==> config.mk <==
export PLATFORM = sky130hd
export DESIGN_NAME = dense_seq_ctrl
export DESIGN_NICKNAME = d
export VERILOG_FILES = /design/src/rtl/dense_seq_ctrl.sv
export SDC_FILE = /design/constraint.sdc
export NUM_CORES = 1
export LEC_CHECK = 0
export ABC_AREA = 1
export BUFFER_PORTS_ARGS = -buffer_cell sky130_fd_sc_hd__buf_4
export CORE_MARGIN = 3
export CORE_UTILIZATION = 28
export DETAILED_ROUTE_END_ITERATION = 10
export PLACE_DENSITY_LB_ADDON = 0.08
export SYNTH_ARGS = -nofsm -noshare
export SYNTH_HDL_FRONTEND = slang
export SYNTH_SLANG_ARGS = --single-unit
==> constraint.sdc <==
create_clock -name clk -period 2.65 [get_ports clk]
set_input_delay 0.53 -clock clk [delete_from_list [all_inputs] [get_ports clk]]
set_output_delay 0.53 -clock clk [all_outputs]
set_load 0.01 [all_outputs]
==> src/rtl/dense_seq_ctrl.sv <==
// dense_seq_ctrl: neuron/input walker for the shared dense-layer MAC datapath.
// Emits bias-load, MAC and result-write strobes with their addresses; all
// outputs are registered and zero whenever their strobe is low.
// Optional busy-cycle counter enabled by defining DENSE_SEQ_PERF_EN.
module dense_seq_ctrl #(
    parameter int unsigned IW      = 6,
    parameter int unsigned WAW     = 11,
    parameter int unsigned MAC_LAT = 2
) (
    input  logic           clk,
    input  logic           rst_n,
    input  logic           start,
    input  logic [IW-1:0]  nb_input,
    input  logic [IW-1:0]  nb_neurons,
    input  logic [IW-1:0]  stride,
    input  logic           out_ready,
    output logic           busy,
    output logic           done,
    output logic [IW-1:0]  b_addr,
    output logic           acc_load,
    output logic           mac_en,
    output logic [WAW-1:0] w_addr,
    output logic [IW-1:0]  x_addr,
    output logic           out_wr,
    output logic [IW-1:0]  out_addr,
    output logic [15:0]    perf_cycles
);

    localparam int unsigned CW = 3;

    typedef enum logic [2:0] {
        S_IDLE, S_BIAS, S_MAC, S_DRAIN, S_WRITE, S_DONE
    } state_e;

    state_e         state_q, state_d;
    logic [IW-1:0]  nin_q, nin_d, nn_q, nn_d, stride_q, stride_d;
    logic [IW-1:0]  i_q, i_d, j_q, j_d;
    logic [WAW-1:0] wa_q, wa_d;
    logic [CW-1:0]  cnt_q, cnt_d;

    logic           busy_q, busy_d, done_q, done_d;
    logic           acc_load_q, acc_load_d, mac_en_q, mac_en_d, out_wr_q, out_wr_d;
    logic [IW-1:0]  b_addr_q, b_addr_d, x_addr_q, x_addr_d, out_addr_q, out_addr_d;
    logic [WAW-1:0] w_addr_q, w_addr_d;

    // Next-state, index/address walking and next-cycle output values.
    always_comb begin
        state_d  = state_q;
        nin_d    = nin_q;
        nn_d     = nn_q;
        stride_d = stride_q;
        i_d      = i_q;
        j_d      = j_q;
        wa_d     = wa_q;
        cnt_d    = cnt_q;

        case (state_q)
            S_IDLE: begin
                if (start) begin
                    nin_d    = nb_input;
                    nn_d     = nb_neurons;
                    stride_d = stride;
                    i_d      = '0;
                    state_d  = (nb_neurons == '0) ? S_DONE : S_BIAS;
                end
            end
            S_BIAS: begin
                j_d  = '0;
                wa_d = WAW'(i_q);
                if (nin_q == '0) begin
                    cnt_d   = CW'(MAC_LAT - 1);
                    state_d = S_DRAIN;
                end else begin
                    state_d = S_MAC;
                end
            end
            S_MAC: begin
                if (j_q == nin_q - IW'(1)) begin
                    cnt_d   = CW'(MAC_LAT - 1);
                    state_d = S_DRAIN;
                end else begin
                    j_d  = j_q + IW'(1);
                    wa_d = wa_q + WAW'(stride_q);
                end
            end
            S_DRAIN: begin
                if (cnt_q == '0) state_d = S_WRITE;
                else             cnt_d   = cnt_q - CW'(1);
            end
            S_WRITE: begin
                if (out_ready) begin
                    if (i_q == nn_q - IW'(1)) begin
                        state_d = S_DONE;
                    end else begin
                        i_d     = i_q + IW'(1);
                        state_d = S_BIAS;
                    end
                end
            end
            S_DONE:  state_d = S_IDLE;
            default: state_d = S_IDLE;
        endcase

        busy_d     = (state_d == S_BIAS) || (state_d == S_MAC) ||
                     (state_d == S_DRAIN) || (state_d == S_WRITE);
        done_d     = (state_d == S_DONE);
        acc_load_d = (state_d == S_BIAS);
        mac_en_d   = (state_d == S_MAC);
        out_wr_d   = (state_d == S_WRITE);
        b_addr_d   = acc_load_d ? i_d  : '0;
        w_addr_d   = mac_en_d   ? wa_d : '0;
        x_addr_d   = mac_en_d   ? j_d  : '0;
        out_addr_d = out_wr_d   ? i_d  : '0;
    end

    // State, shape latch and walking registers.
    always_ff @(posedge clk or negedge rst_n) begin
        if (!rst_n) begin
            state_q  <= S_IDLE;
            nin_q    <= '0;
            nn_q     <= '0;
            stride_q <= '0;
            i_q      <= '0;
            j_q      <= '0;
            wa_q     <= '0;
            cnt_q    <= '0;
        end else begin
            state_q  <= state_d;
            nin_q    <= nin_d;
            nn_q     <= nn_d;
            stride_q <= stride_d;
            i_q      <= i_d;
            j_q      <= j_d;
            wa_q     <= wa_d;
            cnt_q    <= cnt_d;
        end
    end

    // Output registers, so every strobe and address is glitch-free.
    always_ff @(posedge clk or negedge rst_n) begin
        if (!rst_n) begin
            busy_q     <= 1'b0;
            done_q     <= 1'b0;
            acc_load_q <= 1'b0;
            mac_en_q   <= 1'b0;
            out_wr_q   <= 1'b0;
            b_addr_q   <= '0;
            w_addr_q   <= '0;
            x_addr_q   <= '0;
            out_addr_q <= '0;
        end else begin
            busy_q     <= busy_d;
            done_q     <= done_d;
            acc_load_q <= acc_load_d;
            mac_en_q   <= mac_en_d;
            out_wr_q   <= out_wr_d;
            b_addr_q   <= b_addr_d;
            w_addr_q   <= w_addr_d;
            x_addr_q   <= x_addr_d;
            out_addr_q <= out_addr_d;
        end
    end

    assign busy     = busy_q;
    assign done     = done_q;
    assign acc_load = acc_load_q;
    assign mac_en   = mac_en_q;
    assign out_wr   = out_wr_q;
    assign b_addr   = b_addr_q;
    assign w_addr   = w_addr_q;
    assign x_addr   = x_addr_q;
    assign out_addr = out_addr_q;

`ifdef DENSE_SEQ_PERF_EN
    logic [15:0] perf_q;

    // Busy-cycle counter: cleared on accepted start, saturating, held when idle.
    always_ff @(posedge clk or negedge rst_n) begin
        if (!rst_n) begin
            perf_q <= '0;
        end else if ((state_q == S_IDLE) && start) begin
            perf_q <= '0;
        end else if (busy_q && (perf_q != 16'hFFFF)) begin
            perf_q <= perf_q + 16'd1;
        end
    end

    assign perf_cycles = perf_q;
`else
    assign perf_cycles = 16'd0;
`endif

endmodule
# Word level (Yosys, flattened, before mapping)
# Index checks and enable logic that the tools add are counted.
dict set report classes {
  n_addsub 6
  eq_ne 14
  n_mux 24
  n_reduce_logical 10
}
# cell n
set ops {}
lappend ops {{two-way mux 6 bit} 7}
lappend ops {{two-way mux 3 bit} 9}
lappend ops {{case mux 6 bit (2 select lines)} 2}
lappend ops {{two-way mux 11 bit} 2}
lappend ops {{case mux 11 bit (2 select lines)} 1}
lappend ops {{case mux 3 bit (5 select lines)} 1}
lappend ops {{adder 6 x 1 -> 6 bit (second input constant)} 2}
lappend ops {{== test 3 x 2 -> 1 bit (second input constant)} 4}
lappend ops {{== test 6 bit} 2}
lappend ops {{logical NOT 6 bit} 2}
lappend ops {{subtractor 6 x 1 -> 6 bit (second input constant)} 2}
lappend ops {{adder 11 x 6 -> 11 bit} 1}
lappend ops {{== test 3 bit (second input constant)} 3}
lappend ops {{case mux 3 bit (3 select lines)} 1}
lappend ops {{== test 3 x 1 -> 1 bit (second input constant)} 2}
lappend ops {{logical NOT 3 bit} 2}
lappend ops {{!= test 2 bit (second input constant)} 3}
lappend ops {{AND reduction 4 bit} 1}
lappend ops {{logical OR 1 bit} 3}
lappend ops {{nonzero test 3 bit} 1}
lappend ops {{subtractor 3 x 1 -> 3 bit (second input constant)} 1}
lappend ops {{AND reduction 2 bit} 1}
lappend ops {{two-way mux 1 bit} 1}
dict set report word_totals {
  ff_bits 81
  input_bits 22
  out_inout_bits 50
  elab_cells 71
}

# Logic depth before layout (Yosys ltp)
dict set report logic_depth {
  ltp_word 9
  depth_mapped 15
}

# Worst setup path after synthesis
# OpenSTA, ideal clock, no wires.
dict set report synth_timing {
  kind {register to register}
  from {reg nin_q[0]}
  to {reg w_addr_q[6], in the netlist w_addr[6]}
  setup_ns 0.124
  arrival_ns 1.764
  required_time_ns 2.526
  slack_ns 0.762
  path_stages_with_launch 13
  synth_period_minus_slack_ns 1.888
  path_cell_list {dfrtp_1 inv_1 ha_1 xnor2_1 nor2_1 nand3_1 nor2_4 nand3_4 nand2_4 nand2_4 clkinv_4 buf_6 nor2_1}
}
dict set report synth_between {
  elab_chain_cells 6
  elab_cells_between_ends 10
}
# element line_no
set synth_rtl {}
lappend synth_rtl {{from (decl)} 36} ;# logic [IW-1:0] nin_q, nin_d, nn_q, nn_d, stride_q, stride_d;
lappend synth_rtl {{from (signal assigned)} 129} ;# nin_q <= nin_d;
lappend synth_rtl {{subtractor 6 x 1 -> 6 bit} 78} ;# if (j_q == nin_q - IW'(1)) begin
lappend synth_rtl {{== test 6 bit} 78}
lappend synth_rtl {{two-way mux 3 bit} 78}
lappend synth_rtl {{case mux 3 bit (5 select lines) *} 57} ;# case (state_q)
lappend synth_rtl {{== test 3 x 2 -> 1 bit *} 108} ;# mac_en_d = (state_d == S_MAC);
lappend synth_rtl {{net mac_en_d} 42} ;# logic acc_load_q, acc_load_d, mac_en_q, mac_en_d, out_wr_q, out_wr_d;
lappend synth_rtl {{two-way mux 11 bit *} 111} ;# w_addr_d = mac_en_d ? wa_d : '0;
lappend synth_rtl {{net w_addr_d[6]} 44} ;# logic [WAW-1:0] w_addr_q, w_addr_d;
lappend synth_rtl {{to (signal assigned)} 158} ;# w_addr_q <= w_addr_d;
lappend synth_rtl {{to (decl)} 44}
# The timed path passes the listed nets; every way through them passes the cells marked *.
# A chain may end at the register's enable or synchronous reset.

# Worst setup path after layout
dict set report layout_timing {
  from {reg nin_q[0]}
  to {reg x_addr_q[2], in the netlist x_addr[2]}
}
dict set report layout_between {
  elab_chain_cells 6
  elab_cells_between_ends 10
}
# element line_no
set layout_rtl {}
lappend layout_rtl {{subtractor 6 x 1 -> 6 bit} 78}
lappend layout_rtl {{== test 6 bit} 78}
lappend layout_rtl {{two-way mux 3 bit} 78}
lappend layout_rtl {{case mux 3 bit (5 select lines)} 57}
lappend layout_rtl {{== test 3 x 2 -> 1 bit} 108}
lappend layout_rtl {{two-way mux 6 bit *} 112} ;# x_addr_d = mac_en_d ? j_d : '0;
lappend layout_rtl {{net x_addr_d[2]} 43} ;# logic [IW-1:0] b_addr_q, b_addr_d, x_addr_q, x_addr_d, out_addr_q, out_addr_d;
lappend layout_rtl {{to (signal assigned)} 159} ;# x_addr_q <= x_addr_d;
lappend layout_rtl {{to (decl)} 43}
# Marked as above.

==> impl_metrics.yaml <==
outcome:
  status: "finished clean"
synthesis:
  synth_cell_types: 33
  synth.area.top_cells: "dfrtp_1, nand2_1, inv_1"
  syn_area_per_cell_sq_um: 7.95
  yosys.area.top_type: "dfrtp_1"
  yosysTopAreaCellShare: 0.468
  syn_area_sq_um: 4330
  ys_warn_count: 0
  yosysSeqAreaShare: 0.468
  ys_ff_latch: 81
  syn_inst: 544
critical_path:
  critPathKind: "reg -> reg"
  reg2regPathDepth: 11
  crit_path_end_kind: "register"
  required_ps: 2880
  arrival_ps: 2450
  critPathLaunchType: "register"
  crit_fanout: 14
timing:
  fmax_mhz: 449
  hold_viol: 0
  slew-limit-headroom: 0.552
  worstMarginPinSlew_ps: 672
  skew_ps: 5.91
  whs_ps: 216
  rsz0062_at_grt: "false"
  finalSetupTns_ps: 0
  fin_crit_ps: 2230
  fin_crit_sh: 0.840
  setup_viol: 0
  finalMaxSlewViolations: 0
global_routing:
  grt_pass1_wl_um: 18000
  grt_pass1_vias: 3405
  grt_max_degree: 50
  grt_remaining_overflow: 0
  grtUsageTotal: 0.140
  antenna_found_initial: 0
cells_and_area:
  ff_latch_area_sq_um: 2030
  final_common_cell: "nand2_1"
  final_cell_mix: "nand2_1, dfrtp_1, inv_1"
  stdcell_area_sq_um: 5250
  diodes: 0
  drive_gt1_frac: 0.149
  nFillCells: 1553
  syn2layout_area_growth_pct: 21.4
  post-route-util: 0.355
  final_nets: 643
  multi_input_comb_area_sq_um: 1910
placement:
  routabilityCongestion: 0.836
  place_hpwl_um: 8370
  dpl-instance-area_sq_um: 4910
  portBuffers: 55
power:
  p_int_mw: 3.57
  powerDensity_nw_per_um2: 1190
  switchingPower_mw: 2.71
  seqPwrFrac: 0.316
  vdd_drop_max_mv: 0.327
  total_leakage_power_nw: 2.82
  combinationalPowerShare: 0.452
  p_sw_frac: 0.432
  p_clk_frac: 0.232
flow_run:
  max_cap_violations: 0
cts:
  clk_path_buf_depth: 2
  insertion_delay_ps: 350
  cts_buffers: 9
  cts-resized-gates: 0
  cts_hold_buf: 0
  tritoncts: "built"
  cts.htree.levels: 3
  clockRootBuffer: "clkbuf_16"
  cts.sinks: 81
  cts_setup_buffers: 0
  clk_pin_slew_ps: 60
die:
  die_x_um: 130
  coreArea_sq_um: 14800
  die_y_um: 130
  io-pin-count: 72
  start_util: 0.292
  die-area_sq_um: 17000
  rows: 44
detailed_routing:
  wire_per_inst_um: 13.9
  drc: 0
  drt_pass1_iterations: 4
  ant_nets: 0
  drt-vias-per-instance: 4.41
  dr.first_iter.drc_count: 146
  wl_um: 11100
  dr_total_vias: 3513
hold_path:
  holdCritPathClass: "in -> async"
## cells in the mapped netlist (all sizes together)
| cell | number |
|---|---|
| or2 | 2 |
| clkinv | 1 |
| a22oi | 1 |
| inv | 73 |
| a41oi | 1 |
| nand3b | 2 |
| buf | 20 |
| nand4 | 13 |
| dfrtp | 81 |
| nand2 | 175 |
| clkbuf | 3 |
| o22ai | 4 |
| ha | 13 |
| a21oi | 21 |
| nand3 | 38 |
| fa | 1 |
| o21ai | 23 |
| conb | 1 |
| nor3 | 7 |
| xor2 | 14 |
| xnor2 | 5 |
| nor2 | 45 |
## sequential cells by signal (all words and copies together), names as in the netlist
| register | cells |
|---|---|
| state_q | 3 |
| stride_q | 6 |
| i_q | 6 |
| nn_q | 6 |
| out_wr | 1 |
| j_q | 6 |
| busy | 1 |
| wa_q | 11 |
| acc_load | 1 |
| w_addr | 11 |
| mac_en | 1 |
| nin_q | 6 |
| cnt_q | 3 |
| out_addr | 6 |
| b_addr | 6 |
| x_addr | 6 |
| done | 1 |
## critical path, stage by stage (launching register included)
cell and delay [ps]:
dfrtp_1 370, inv_1 160, ha_1 270, xnor2_1 120
nor2_1 100, nand3_1 120, nor2_4 210, nand3_4 230
nand2_4 190, nor2_1 70, o21ai_1 190, nor2_1 70
## layout make-up
| type | instances | share of cell area |
|---|---|---|
| Clock inverter | 7 | 0.0226 |
| Multi-Input combinational cell | 381 | 0.363 |
| Sequential cell | 81 | 0.386 |
| Timing Repair Buffer | 60 | 0.0881 |
| Clock buffer | 9 | 0.0429 |
| Tap cell | 184 | 0.0438 |
| Inverter | 74 | 0.0538 |
## cell families (layout without fill, tap and decap cells)
| kind of cell | count (synthesis) | after routing | share of synthesized area |
|---|---|---|---|
| adders and majority gates | 14 | 14 | 0.0422 |
| AOI/OAI and AO/OA | 50 | 50 | 0.0613 |
| DFF | 81 | 81 | 0.468 |
| other | 1 | 16 | 0.000867 |
| buffers and inverters | 97 | 150 | 0.104 |
| xor gates and xnor gates | 19 | 19 | 0.0419 |
| and+or+nand+nor | 282 | 282 | 0.281 |
## per-layer routing
metal | vias up | global-route usage | share of wire
met2 | 64 | 0.225 | 0.47
met3 | 13 | 0.0291 | 0.046
met1 | 1626 | 0.186 | 0.47
met5 | - | 0 | 0
met4 | 0 | 0.0575 | 0.016
li1 | 1810 | - | -
## power by group through the flow
| stage | sequential [mW] | clock [mW] | combinational, mW |
|---|---|---|---|
| 2_1_floorplan | 1.94 | 0 | 2.12 |
| 3_3_place_gp | 2.01 | 0 | 2.86 |
| 3_5_place_dp | 2.00 | 0 | 2.87 |
| 4_1_cts | 1.99 | 1.50 | 2.89 |
| 5_1_grt | 2.05 | 1.54 | 3.29 |
| 6_report | 1.98 | 1.45 | 2.84 |
## metrics by stage
stage          std cells  total power [mW]  worst slack (ps)
6_report             796              6.27               424
3_5_place_dp         780              4.87               429
3_3_place_gp         780              4.87               447
5_1_grt              796              6.88               223
4_1_cts              796              6.38               407
2_1_floorplan        559              4.05               762
## worst paths after layout
path,end,slack (ps),from
worst max-delay path,x_addr[2]$_DFF_PN0_,420,nin_q[0]$_DFFE_PN0P_
worst min-delay path,x_addr[1]$_DFF_PN0_,220,rst_n
worst max register to register,x_addr[2]$_DFF_PN0_,420,nin_q[0]$_DFFE_PN0P_
worst min register to register,stride_q[0]$_DFFE_PN0P_,500,stride_q[0]$_DFFE_PN0P_
max in group asynchronous,out_addr[1]$_DFF_PN0_,1830,rst_n
min in group clk,nin_q[2]$_DFFE_PN0P_,370,nb_input[2]
Power figures use the tool's default switching activity.
